<file path="config.mk">
export PLATFORM = sky130hd
export DESIGN_NAME = bz_play_arbiter
export DESIGN_NICKNAME = d
export VERILOG_FILES = /design/src/rtl/bz_play_arbiter.sv
export SDC_FILE = /design/constraint.sdc
export NUM_CORES = 1
export LEC_CHECK = 0
export CAP_MARGIN = 20
export CORE_MARGIN = 1
export CORE_UTILIZATION = 35
export CTS_CLUSTER_SIZE = 12
export DETAILED_ROUTE_END_ITERATION = 10
export GPL_ROUTABILITY_DRIVEN = 0
export SETUP_SLACK_MARGIN = 0.1
export SLEW_MARGIN = 25
export SYNTH_ARGS = -nofsm -noshare
export SYNTH_HDL_FRONTEND = slang
export SYNTH_SLANG_ARGS = --single-unit
</file>
<file path="constraint.sdc">
create_clock -name clk -period 3.82 [get_ports clk]
set_input_delay 0.382 -clock clk [delete_from_list [all_inputs] [get_ports clk]]
set_output_delay 0.382 -clock clk [all_outputs]
set_load 0.005 [all_outputs]
</file>
<file path="src/rtl/bz_play_arbiter.sv">
// rtl/bz_play_arbiter.sv - fixed-priority arbiter sharing one buzzer music player
// Outputs are registered from next-state values, so every pulse appears one edge after its decision.
module bz_play_arbiter #(
   parameter int NREQ       = 4,
   parameter int SONG_W     = 5,
   parameter int GAP_CYCLES = 1000,
   parameter int GAP_W      = 16
) (
   input  logic                   clk,
   input  logic                   rstn,
   input  logic [NREQ-1:0]        req,
   input  logic [NREQ*SONG_W-1:0] req_song,
   output logic [NREQ-1:0]        grant,
   output logic [NREQ-1:0]        done,
   output logic                   busy,
   output logic                   play_start,
   output logic                   play_abort,
   output logic [SONG_W-1:0]      play_song,
   input  logic                   play_done
);

   localparam int IDX_W = (NREQ > 1) ? $clog2(NREQ) : 1;
   localparam logic [GAP_W-1:0] GAP_LOAD = GAP_W'(GAP_CYCLES - 1);

   typedef enum logic [1:0] {S_IDLE, S_START, S_PLAY, S_GAP} state_t;

   state_t             state_q, state_d;
   logic [IDX_W-1:0]   idx_q, idx_d;
   logic [SONG_W-1:0]  song_q, song_d;
   logic [GAP_W-1:0]   cnt_q, cnt_d;
   logic [NREQ-1:0]    grant_q, grant_d;
   logic [NREQ-1:0]    done_q, done_d;
   logic               busy_q, busy_d;
   logic               start_q, start_d;
   logic               abort_q, abort_d;

   logic               sel_vld;
   logic [IDX_W-1:0]   sel_idx;
   logic               preempt;
   logic               cancel;

   // Lowest set index wins; scanning downward leaves the smallest one.
   always_comb begin
      sel_vld = 1'b0;
      sel_idx = '0;
      for (int i = NREQ - 1; i >= 0; i--) begin
         if (req[i]) begin
            sel_vld = 1'b1;
            sel_idx = IDX_W'(i);
         end
      end
   end

   always_comb begin
      preempt = 1'b0;
      for (int i = 0; i < NREQ; i++) begin
         if (req[i] && (i < int'(idx_q))) preempt = 1'b1;
      end
      cancel = !req[idx_q];
   end

   always_comb begin
      state_d = state_q;
      idx_d   = idx_q;
      song_d  = song_q;
      cnt_d   = cnt_q;
      done_d  = '0;
      start_d = 1'b0;
      abort_d = 1'b0;
      grant_d = '0;
      case (state_q)
         S_IDLE: begin
            if (sel_vld) begin
               idx_d   = sel_idx;
               song_d  = req_song[sel_idx*SONG_W +: SONG_W];
               state_d = S_START;
            end
         end
         S_START: begin
            start_d = 1'b1;
            state_d = S_PLAY;
         end
         S_PLAY: begin
            // Completion outranks a same-cycle cancel or preempt.
            if (play_done) begin
               done_d[idx_q] = 1'b1;
               cnt_d         = GAP_LOAD;
               state_d       = S_GAP;
            end else if (cancel || preempt) begin
               abort_d = 1'b1;
               cnt_d   = GAP_LOAD;
               state_d = S_GAP;
            end
         end
         S_GAP: begin
            if (cnt_q == '0) state_d = S_IDLE;
            else             cnt_d   = cnt_q - 1'b1;
         end
         default: state_d = S_IDLE;
      endcase
      if (state_d == S_PLAY) grant_d[idx_d] = 1'b1;
      busy_d = (state_d != S_IDLE);
   end

   always_ff @(posedge clk or negedge rstn) begin
      if (!rstn) begin
         state_q <= S_IDLE;
         idx_q   <= '0;
         song_q  <= '0;
         cnt_q   <= '0;
         grant_q <= '0;
         done_q  <= '0;
         busy_q  <= 1'b0;
         start_q <= 1'b0;
         abort_q <= 1'b0;
      end else begin
         state_q <= state_d;
         idx_q   <= idx_d;
         song_q  <= song_d;
         cnt_q   <= cnt_d;
         grant_q <= grant_d;
         done_q  <= done_d;
         busy_q  <= busy_d;
         start_q <= start_d;
         abort_q <= abort_d;
      end
   end

   assign grant      = grant_q;
   assign done       = done_q;
   assign busy       = busy_q;
   assign play_start = start_q;
   assign play_abort = abort_q;
   assign play_song  = song_q;

endmodule

</file>
Yosys cells after proc, flatten, opt, wreduce, memory -nomap -nowiden
Cells that the tools add are included.
{ "word_totals": {"ff_bits": 36, "input_bits": 27, "output_inout_bits": 16, "word_cells": 73, "romBits": 0, "latchBits": 0, "mem_count": 0, "ram_bits": 0} }
{ "classes": {"muxes": 35, "eq_ne": 6, "div": 0, "add_sub_neg": 1, "n_bitwise": 0, "order_cmp": 7, "multipliers": 1, "n_reduce_logical": 13, "shifts": 1} }
{ "op_table": {"columns": ["cell", "count"], "rows": [
  ["2-to-1 mux 16 bit", 3],
  ["case mux 16 bit (2 select lines)", 1],
  ["2-to-1 mux 2 bit", 10],
  ["indexed part select 20 x 6 -> 5 bit", 1],
  ["logical NOT 16 bit", 1],
  ["subtractor 16 x 1 -> 16 bit, second input constant", 1],
  ["2-to-1 mux 1 bit", 14],
  ["2-to-1 mux 4 bit", 3],
  ["case mux 2 bit (4 select lines)", 1],
  ["== test 2 bit, second input constant", 3],
  ["< comparator 2 x 3 -> 1 bit, second input constant", 2],
  ["logical AND 1 bit", 5],
  ["multiplier 2 x 3 -> 5 bit, second input constant", 1],
  ["demux 1 bit (select 2 bit)", 2],
  [">= comparator 2 x 1 -> 1 bit, second input constant", 2],
  ["< comparator 1 x 2 -> 1 bit, first input constant", 2],
  ["nonzero test 2 bit", 2],
  ["inequality test 3 bit, second input constant", 1],
  ["AND reduction 3 bit", 1],
  ["binary-select mux 1 bit (select 2 bit)", 1],
  ["== test 2 x 1 -> 1 bit, second input constant", 1],
  ["logical NOT 2 bit", 1],
  ["< comparator 2 bit, first input constant", 1],
  ["inequality test 2 bit, second input constant", 1],
  ["other kinds (3)", 3]
]} }

Logic depth before layout (Yosys ltp)
Gate-level depths: netlist of the first run.
{ "depth": {"ltp_word": 11, "ltp_mapped": 7, "depth_no_buf": 6} }

Worst setup path after synthesis of the first run
No wires, ideal clock.
{ "synth_path": {"kind": "register -> register", "startpoint": "register cnt_q[0]", "endpoint": "register cnt_q[6]", "required_ps": 3684, "synth_period_minus_slack_ps": 1938, "n_path_buf": 1, "path_stages_with_launch": 8, "arrival_time_ps": 1802, "setup_ps": 136, "slack_ps": 1882, "cell_sequence": "dfrtp_1 > inv_1 > ha_1 > nor4b_1 > and4_1 > buf_2 > nor3_1 > or3b_2"} }
{ "synth_between": {"elab_chain_len": 3, "word_cells_on_any_way": 6, "classes_between": "add/sub: 1; eq/ne: 1; mux: 2; reduce/logical: 2"} }
{ "synth_rtl": {"columns": ["item", "line", "text"], "rows": [
  ["start, declared", "30", "logic [GAP_W-1:0] cnt_q, cnt_d;"],
  ["start signal, assigned", "120", "cnt_q <= cnt_d;"],
  ["subtractor 16 x 1 -> 16 bit / logical NOT 16 bit (equally long branches)", "97, 96", null],
  ["2-to-1 mux 16 bit / inequality test 2 bit (equally long branches)", null, null],
  ["case mux 16 bit (2 select lines) / AND reduction 3 bit (equally long branches)", null, null]
]} }
Parallel ways exist; a longest one is shown, timed or not. The select of a mux whose other input is x is not followed.
A chain may end at the register's enable or synchronous reset.

Worst setup path in the final report of the first run
Ends and elaborated chain as after synthesis.

==> summary.txt, run 1 <==
Outcome
  – Outcome: complete, no violations

Synth
  – Syn nets: 210
  – Post-Syn Area: 1812 um2
  – Number of flops mapped to enable cells by yosys: 0
  – Ys Warns: 0
  – Top_reg_cell synth: dfrtp_1
  – Synth async-reset ratio: 1.000
  – #FFs+latches synth: 36
  – Synth unique cells: 42
  – Syn Area/Cell: 10.01 um2
  – Synth cell count leaders: dfrtp_1, nand2_1, a21oi_1, nor2_1, mux2i_1
  – Sequential-to-total area share from yosys stat: 0.4972
  – Cell count after synthesis: 181
  – Share of Yosys cell area claimed by the top area cell type: 0.4972
  – Synth top area cells: dfrtp_1, mux2i_1, a21oi_1, nand2_1, nor2_1
  – Most common cell in the netlist: dfrtp_1
  – Yosys top cell by area: dfrtp_1

Place
  – Dpl hpwl: 2.928 mm
  – Number of buffers added on ports: 42

STA
  – Hold WS: 0.1653 ns
  – Sum Neg Setup Slack: 0 ns
  – Period utilization: 0.5775
  – Fin Clk Skew: 0.004447 ns
  – Worst slew margin: 0.3888
  – Final min period: 2.206 ns
  – Final setup fails: 0
  – Worst slew pin tran: 0.9125 ns
  – RSZ-0062 raised after global routing: no
  – F_max: 453.3 MHz
  – Final hold viol count: 0
  – Max Slew Vio Count: 0

Job
  – Max-Cap Viols: 0

Power
  – Net Switching: 297.3 uW
  – Switching Fraction: 0.2941
  – Peak VDD IR: 0.0002031 V
  – Gate power share: 0.202
  – Int Power: 713.7 uW
  – Clk network pwr share: 0.333
  – P_leak: 0.0009546 uW
  – Sequential Power Share: 0.465
  – Pwr Density: 416.3 nW/um2

Final layout
  – ANT cells: 0
  – Area Overhead vs Synth: 34.05%
  – Layout cells sized above 1: 0.07860
  – Nets: 257

Drt
  – Residual DRC count: 0
  – 1st-iter DRT viols: 117
  – Via/cell ratio: 5.453
  – Antenna Nets Post-Route: 0
  – Wirelength, routed: 4.089 mm
  – Pre-antenna DRT Iters: 5
  – DR WL/cell: 13.81 um
  – Via Count: 1614

Worst setup path
  – Crit path max fanout: 12
  – WS Path Type: flip-flop to flip-flop
  – Worst Setup Start Kind: flip-flop
  – CP Capture Type: flip-flop
  – Worst Path Arrival: 2.37 ns
  – Req. time, crit path: 3.99 ns
  – Number of cells on the worst reg-to-reg path: 6

Worst hold path
  – Hold Crit Class: primary input to asynchronous set/reset pin

Floorplanning
  – Core area: 4848 um2
  – Num ports: 43
  – Die area: 5468 um2
  – DIE WIDTH: 73.95 um
  – Die height: 73.95 um
  – Row count: 25
  – Initial Util: 0.3737

Clocking
  – Worst skew pair latency: 0.29 ns
  – # Post-CTS Setup Buffers: 0
  – CTS root buf: clkbuf_8
  – Hold buffers post-CTS: 0
  – CTS tree: done
  – H-tree levels: 2
  – TritonCTS buffer count: 5
  – CTS resizes: 0
  – # clock sinks: 36
  – Worst-path clk slew: 0.08 ns
  – Max clock buf depth: 2

GRT
  – Initial antenna violation count: 0
  – First-pass GRT wire length: 6.913 mm
  – Global-route usage over all layers: 0.1640
  – Grt ovf: 0
  – Largest net degree at the start of global routing: 37
  – Vias in the first global route: 1542
==> metrics by stage <==
step | util | worst slack (ns) | instances | total power [uW] | area, um2
final | 0.5009 | 1.614 | 296 | 1011 | 2429
after detailed placement | 0.4769 | 1.357 | 288 | 677.9 | 2312
after global routing | 0.5009 | 1.448 | 296 | 1068 | 2429
after floorplan | - | 1.882 | 181 | 597.9 | 1812
after global placement | 0.4769 | 1.385 | 288 | 675.8 | 2312
after CTS | 0.4999 | 1.443 | 296 | 1018 | 2424
==> power by group through the flow <==
stage	Clock, uW	Sequential (uW)	Combinational, uW
3_5_place_dp	0	474	204
3_3_place_gp	0	474	201
4_1_cts	345	468	205
2_1_floorplan	0	464	134
6_report	336	470	205
5_1_grt	360	476	232
==> worst paths after layout <==
path / startpoint / endpoint / slack (ns)
worst max-delay path: cnt_q[0] / cnt_q[6] / 1.61
min in group clk: play_song[1] / play_song[1] / 0.49
worst max register to register: cnt_q[0] / cnt_q[6] / 1.61
worst min register to register: play_song[1] / play_song[1] / 0.49
max in group asynchronous: rstn / play_start / 3.14
worst min-delay path: rstn / cnt_q[7] / 0.17
==> flip-flops by register name, indices dropped and copies added, names as in the netlist <==
| register | flops |
|---|---|
| play_song | 5 |
| state_q | 2 |
| idx_q | 2 |
| play_start | 1 |
| grant | 4 |
| play_abort | 1 |
| cnt_q | 16 |
| busy | 1 |
| done | 4 |
==> cell usage in the layout, fill, tap and decap left out, types with 2 or more instances in the layout <==
| cell type | count |
|---|---|
| o21a_1 | 2 |
| o211ai_1 | 2 |
| and4_1 | 2 |
| o21ai_0 | 6 |
| or4b_1 | 4 |
| a31oi_1 | 2 |
| dfrtp_1 | 36 |
| nor4_1 | 2 |
| a21oi_1 | 15 |
| inv_1 | 6 |
| or3_1 | 3 |
| clkdlybuf4s50_1 | 41 |
| nand2_1 | 17 |
| mux2i_1 | 10 |
| or4_1 | 3 |
| nor2b_1 | 2 |
| clkbuf_8 | 5 |
| nand2b_1 | 5 |
| nand4_1 | 2 |
| nor2_1 | 14 |
| nor3_1 | 4 |
| buf_4 | 3 |
| o31ai_1 | 3 |
| nor3b_1 | 2 |
| ha_1 | 2 |
| nand3_1 | 6 |
| o41ai_1 | 6 |
| o221ai_1 | 5 |
==> worst max-delay path, stage by stage, from the launching register on <==
cell and delay [ns]:
dfrtp_1 0.41, inv_1 0.11, ha_1 0.16, nor4b_1 0.36, and4_1 0.52, nor3_1 0.09
or3b_2 0.44
==> per-layer routing <==
metal	routed length, um	GRT usage	vias up	part of all wire
met5	0	0	-	0
met4	36	0.07692	0	0.0088
met3	125	0.03252	2	0.031
met2	2003	0.2667	33	0.49
met1	1924	0.2105	798	0.47
li1	-	-	781	-
==> kinds of logic after synthesis <==
group                      count (synthesis)  synth area share
adders and majority gates                  2           0.01381
DFF                                       36            0.4972
and+or+nand+nor                           75            0.2334
buffers and inverters                     11           0.02417
AOI/OAI and AO/OA                         47            0.1761
muxes                                     10           0.05525
==> layout make-up <==
cell class	instances	area [um2]
Timing Repair Buffer	45	437.9
Sequential cell	36	900.9
Clock buffer	5	68.82
Multi-Input combinational cell	134	872.1
Tap cell	67	83.83
Fill cell	472	2420
Inverter	6	22.52
Clock inverter	3	42.54
Power figures use the tool's default switching activity.
==> inputs of run 2 (changes only) <==
Clock period 3.82 ns to 1.8 ns, I/O delays scaled along.
==> summary.txt, run 2 (synthesized netlist as in run 1, its figures left out) <==
Power
  – Gate power share: 0.340
  – Pwr Density: 812.3 nW/um2
  – Peak VDD IR: 0.0003632 V
  – Clk network pwr share: 0.230
  – P_leak: 0.001162 uW
  – Int Power: 1590 uW
  – Sequential Power Share: 0.430
  – Switching Fraction: 0.3142
  – Net Switching: 728.4 uW

Drt
  – Pre-antenna DRT Iters: 4
  – DR WL/cell: 14.27 um
  – Antenna Nets Post-Route: 0
  – Via Count: 1737
  – Via/cell ratio: 5.185
  – Residual DRC count: 0
  – 1st-iter DRT viols: 70
  – Wirelength, routed: 4.782 mm

Floorplanning
  – Die height: 73.95 um
  – Num ports: 43
  – Core area: 4848 um2
  – Die area: 5468 um2
  – Row count: 25
  – Initial Util: 0.3737
  – DIE WIDTH: 73.95 um

GRT
  – Global-route usage over all layers: 0.1771
  – Vias in the first global route: 1606
  – Initial antenna violation count: 0
  – Grt ovf: 0
  – First-pass GRT wire length: 7.355 mm
  – Largest net degree at the start of global routing: 37

Worst setup path
  – FF-to-FF setup slack: -0.06 ns
  – R2r endpoint: cnt_q[14]
  – Worst Setup Start Kind: flip-flop
  – Number of cells on the worst reg-to-reg path: 7
  – Worst Path Arrival: 2.07 ns
  – CP Capture Type: flip-flop
  – Req. time, crit path: 2.01 ns
  – FF-to-FF Start: cnt_q[0]
  – WS Path Type: flip-flop to flip-flop
  – Crit path max fanout: 3

Final layout
  – Largest Register: cnt_q
  – Multi-input gate area in the final layout: 1002 um2
  – Layout cells sized above 1: 0.2948
  – Nets: 297
  – Finished Core Util: 0.5886
  – Commonest non-fill, non-tap cell in the layout: clkdlybuf4s50_1
  – Largest register FFs: 16
  – Seq. cell area: 903.4 um2
  – Most frequent cells in the layout: clkdlybuf4s50_1, buf_4, dfrtp_1
  – Area Overhead vs Synth: 57.53%
  – Filler cell count: 435
  – ANT cells: 0

STA
  – F_max: 538.8 MHz
  – Final hold viol count: 0
  – Worst slew margin: 0.7559
  – RSZ-0062 raised after global routing: yes
  – Worst slew pin tran: 0.3614 ns
  – Fin Clk Skew: 0.003740 ns
  – Final min period: 1.856 ns
  – Period utilization: 1.031
  – Final setup margin: -0.05585 ns
  – Final setup fails: 3
  – Max Slew Vio Count: 0

Outcome
  – Outcome: finished, violations left
  – Violated checks: setup timing

Clocking
  – Worst-path clk slew: 0.07 ns
  – Worst skew pair latency: 0.28 ns
  – # clock sinks: 36
  – H-tree levels: 2
  – Max clock buf depth: 2
  – CTS tree: done
  – TritonCTS buffer count: 5
  – CTS root buf: clkbuf_8

Job
  – Max-Cap Viols: 0

Place
  – Pre-CTS setup slack: -0.06667 ns
  – Dpl hpwl: 3.318 mm
  – Number of buffers added on ports: 42

Worst hold path
  – Hold Crit Class: primary input to asynchronous set/reset pin
## run 2: worst max-delay path, cell delays in order (launching register included)
cell and delay (ns):
dfrtp_1 0.39, inv_2 0.12, ha_4 0.14, nor3b_4 0.19, nand4_1 0.22, buf_4 0.20
or4_4 0.41, a21oi_2 0.12
## run 2: worst max path at each step
stage	slack, ns	from	end
6_report	-0.06	cnt_q[0]	cnt_q[14]
4_1_cts	-0.02	cnt_q[10]	cnt_q[15]
2_1_floorplan	-0.04	cnt_q[13]	cnt_q[15]
3_3_place_gp	-0.04	cnt_q[13]	cnt_q[15]
3_5_place_dp	-0.07	cnt_q[13]	cnt_q[15]
5_1_grt	-0.12	cnt_q[0]	cnt_q[14]
## run 2: layout make-up
| type | count | share of cell area |
|---|---|---|
| well taps | 67 | 0.02937 |
| clock buffers | 6 | 0.02543 |
| multi-input cells | 134 | 0.3512 |
| repair buffers | 85 | 0.2679 |
| inverters | 6 | 0.007891 |
| clock inverters | 1 | 0.001754 |
| flip-flops and latches | 36 | 0.3165 |
## run 2: per-stage QoR
stage                     instances  power (uW)   TNS, ns  cell area [um2]  hold WS (ns)
final                           335        2318   -0.1154             2854        0.3852
after global routing            335        2453   -0.4689             2854        0.4081
after CTS                       330        2272  -0.02132             2748        0.3868
after detailed placement        317        1596  -0.09678             2554        0.1590
after global placement          317        1576  -0.07839             2554        0.1542
after floorplan                 181        1285  -0.05303             1823       -0.1156
## run 2: power groups by stage
| stage | sequential [uW] | combinational, uW | clock [uW] |
|---|---|---|---|
| after floorplan | 993 | 291 | 0 |
| after global placement | 985 | 590 | 0 |
| after detailed placement | 989 | 607 | 0 |
| after CTS | 992 | 726 | 554 |
| after global routing | 1000 | 864 | 584 |
| final | 997 | 788 | 533 |
## run 2: routing by layer
layer  part of all wire  wire length (um)  global-route usage  vias to the layer above
met5                  0                 0                   0                        -
met4             0.0090                43             0.07692                        0
met3              0.037               179             0.02439                        2
met2               0.52              2467              0.2859                       44
met1               0.44              2091              0.2384                      830
li1                   -                 -                   -                      861
## run 2: repair_timing
action / in CTS / in global routing
endpoints found under the setup margin: 10 / 18
hold buffers: 1 / 0
buffers inserted: 5 / 4
cloned: 0 / 1
endpoints found under the hold margin: 36 / 0
pin swaps: 12 / 14
gates resized for setup: 14 / 22
==> inputs of run 3 (changes only) <==
Settings changed: PLACE_DENSITY from default to 0.68.
==> summary.txt, run 3 (synthesized netlist as in run 1, its figures left out) <==
Outcome
  – Outcome: finished, violations left
  – Violated checks: setup timing

Clocking
  – H-tree levels: 2
  – # clock sinks: 36
  – Worst skew pair latency: 0.29 ns
  – CTS root buf: clkbuf_8
  – CTS tree: done
  – Worst-path clk slew: 0.07 ns
  – Max clock buf depth: 2
  – TritonCTS buffer count: 5

Final layout
  – Layout cells sized above 1: 0.2939
  – Nets: 290
  – Largest Register: cnt_q
  – Post-route cell area: 2893 um2
  – Area Overhead vs Synth: 59.67%
  – ANT cells: 0
  – Largest register FFs: 16
  – Most frequent cells in the layout: clkdlybuf4s50_1, dfrtp_1, buf_4
  – Commonest non-fill, non-tap cell in the layout: clkdlybuf4s50_1

Floorplanning
  – Die area: 5468 um2
  – Num ports: 43
  – DIE WIDTH: 73.95 um
  – Die height: 73.95 um
  – Initial Util: 0.3737
  – Row count: 25
  – Core area: 4848 um2

Worst setup path
  – Delay of the slowest critical-path stage: 0.50 ns
  – Worst Path Arrival: 2.13 ns
  – Worst-path cell chain: nor4_4 > and4_1 > or4b_1 > a21oi_2
  – CP Capture Type: flip-flop
  – WP buf/inv: 0
  – WS Path Type: flip-flop to flip-flop
  – Critical path's top delay family: simple AND/OR/NAND/NOR gates
  – Crit path max fanout: 4
  – Req. time, crit path: 2.02 ns
  – Worst Setup Start Kind: flip-flop
  – FF-to-FF setup slack: -0.11 ns
  – Slowest-stage cell, CP: or4b_1

Power
  – Pwr Density: 889.0 nW/um2
  – Clk network pwr share: 0.275
  – Peak VDD IR: 0.0003779 V
  – P_leak: 0.001162 uW
  – Switching Fraction: 0.3140
  – Gate power share: 0.339
  – Int Power: 1764 uW
  – Net Switching: 807.6 uW
  – Sequential Power Share: 0.386

Drt
  – Pre-antenna DRT Iters: 4
  – Via Count: 1805
  – Via/cell ratio: 5.486
  – Max Used Layer: met4
  – DR WL/cell: 14.60 um
  – Met3 routed WL: 267 um
  – Met2 WL post-DR: 2.370 mm
  – Wirelength, routed: 4.802 mm
  – Met1 WL: 2.052 mm
  – Antenna Nets Post-Route: 0
  – 1st-iter DRT viols: 141
  – Residual DRC count: 0

STA
  – Final setup margin: -0.1075 ns
  – Final setup fails: 5
  – Period utilization: 1.060
  – F_max: 524.2 MHz
  – RSZ-0062 raised after global routing: yes
  – Sum Neg Setup Slack: -0.3110 ns
  – Final min period: 1.908 ns
  – Final hold viol count: 0
  – Fin Clk Skew: 0.006451 ns
  – Worst slew margin: 0.6976
  – Worst slew pin tran: 0.4535 ns
  – Max Slew Vio Count: 0

GRT
  – Initial antenna violation count: 0
  – Global-route usage over all layers: 0.1824
  – Vias in the first global route: 1712
  – Largest net degree at the start of global routing: 37
  – First-pass GRT wire length: 7.596 mm
  – Grt ovf: 0

Place
  – Dpl hpwl: 3.031 mm
  – Placed Area: 2509 um2
  – Number of buffers added on ports: 42

Job
  – Max-Cap Viols: 0

Worst hold path
  – Hold Crit Class: primary input to asynchronous set/reset pin
run 3: final timing paths:
| kind | startpoint | end | cells after the start |
|---|---|---|---|
| min reg2reg | play_song[1] | play_song[1] | 2 |
| max reg2reg | cnt_q[4] | cnt_q[13] | 4 |
| max in group asynchronous | rstn | cnt_q[3] | 2 |
| min in group clk | play_song[1] | play_song[1] | 2 |
| min | rstn | cnt_q[10] | 2 |
| max | cnt_q[4] | cnt_q[13] | 4 |
run 3: layout make-up:
| cell class | count | area [um2] |
|---|---|---|
| clock buffer | 5 | 68.82 |
| fill | 406 | 1956 |
| clock inverter | 3 | 42.54 |
| tap | 67 | 83.83 |
| sequential | 36 | 902.1 |
| multi-input combinational | 134 | 1050 |
| inverter | 6 | 22.52 |
| timing repair buffer | 78 | 723.2 |
run 3: routing by layer:
layer,GRT usage,vias to the layer above
met4,0.08974,0
met5,0,-
li1,-,853
met2,0.2879,64
met3,0.05014,11
met1,0.2308,877
run 3: stage by stage:
stage               total power, uW  setup slack [ns]  hold WS [ns]  std cells    util
floorplan                      1285          -0.03644       -0.1156        181       -
global placement               1571          -0.03378        0.4707        312  0.5174
detailed placement             1586          -0.07064        0.4814        312  0.5174
CTS                            2485          -0.04676        0.3190        326  0.5698
global route                   2702           -0.1178        0.3477        329  0.5966
finish                         2572           -0.1075        0.2949        329  0.5966
run 3: timing repair:
action	4_1_cts	5_1_grt
setup buffers	5	2
gates resized for setup	22	23
setup endpoints to repair	11	16
pin swaps	13	16
gates cloned	1	1
hold buffers	0	0
run 3: power groups by stage:
stage | Combinational [uW] | Sequential [uW] | Clock [uW]
after detailed placement | 609 | 977 | 0
after floorplan | 291 | 993 | 0
final | 871 | 993 | 707
after global routing | 946 | 1000 | 753
after global placement | 595 | 976 | 0
after CTS | 777 | 989 | 719
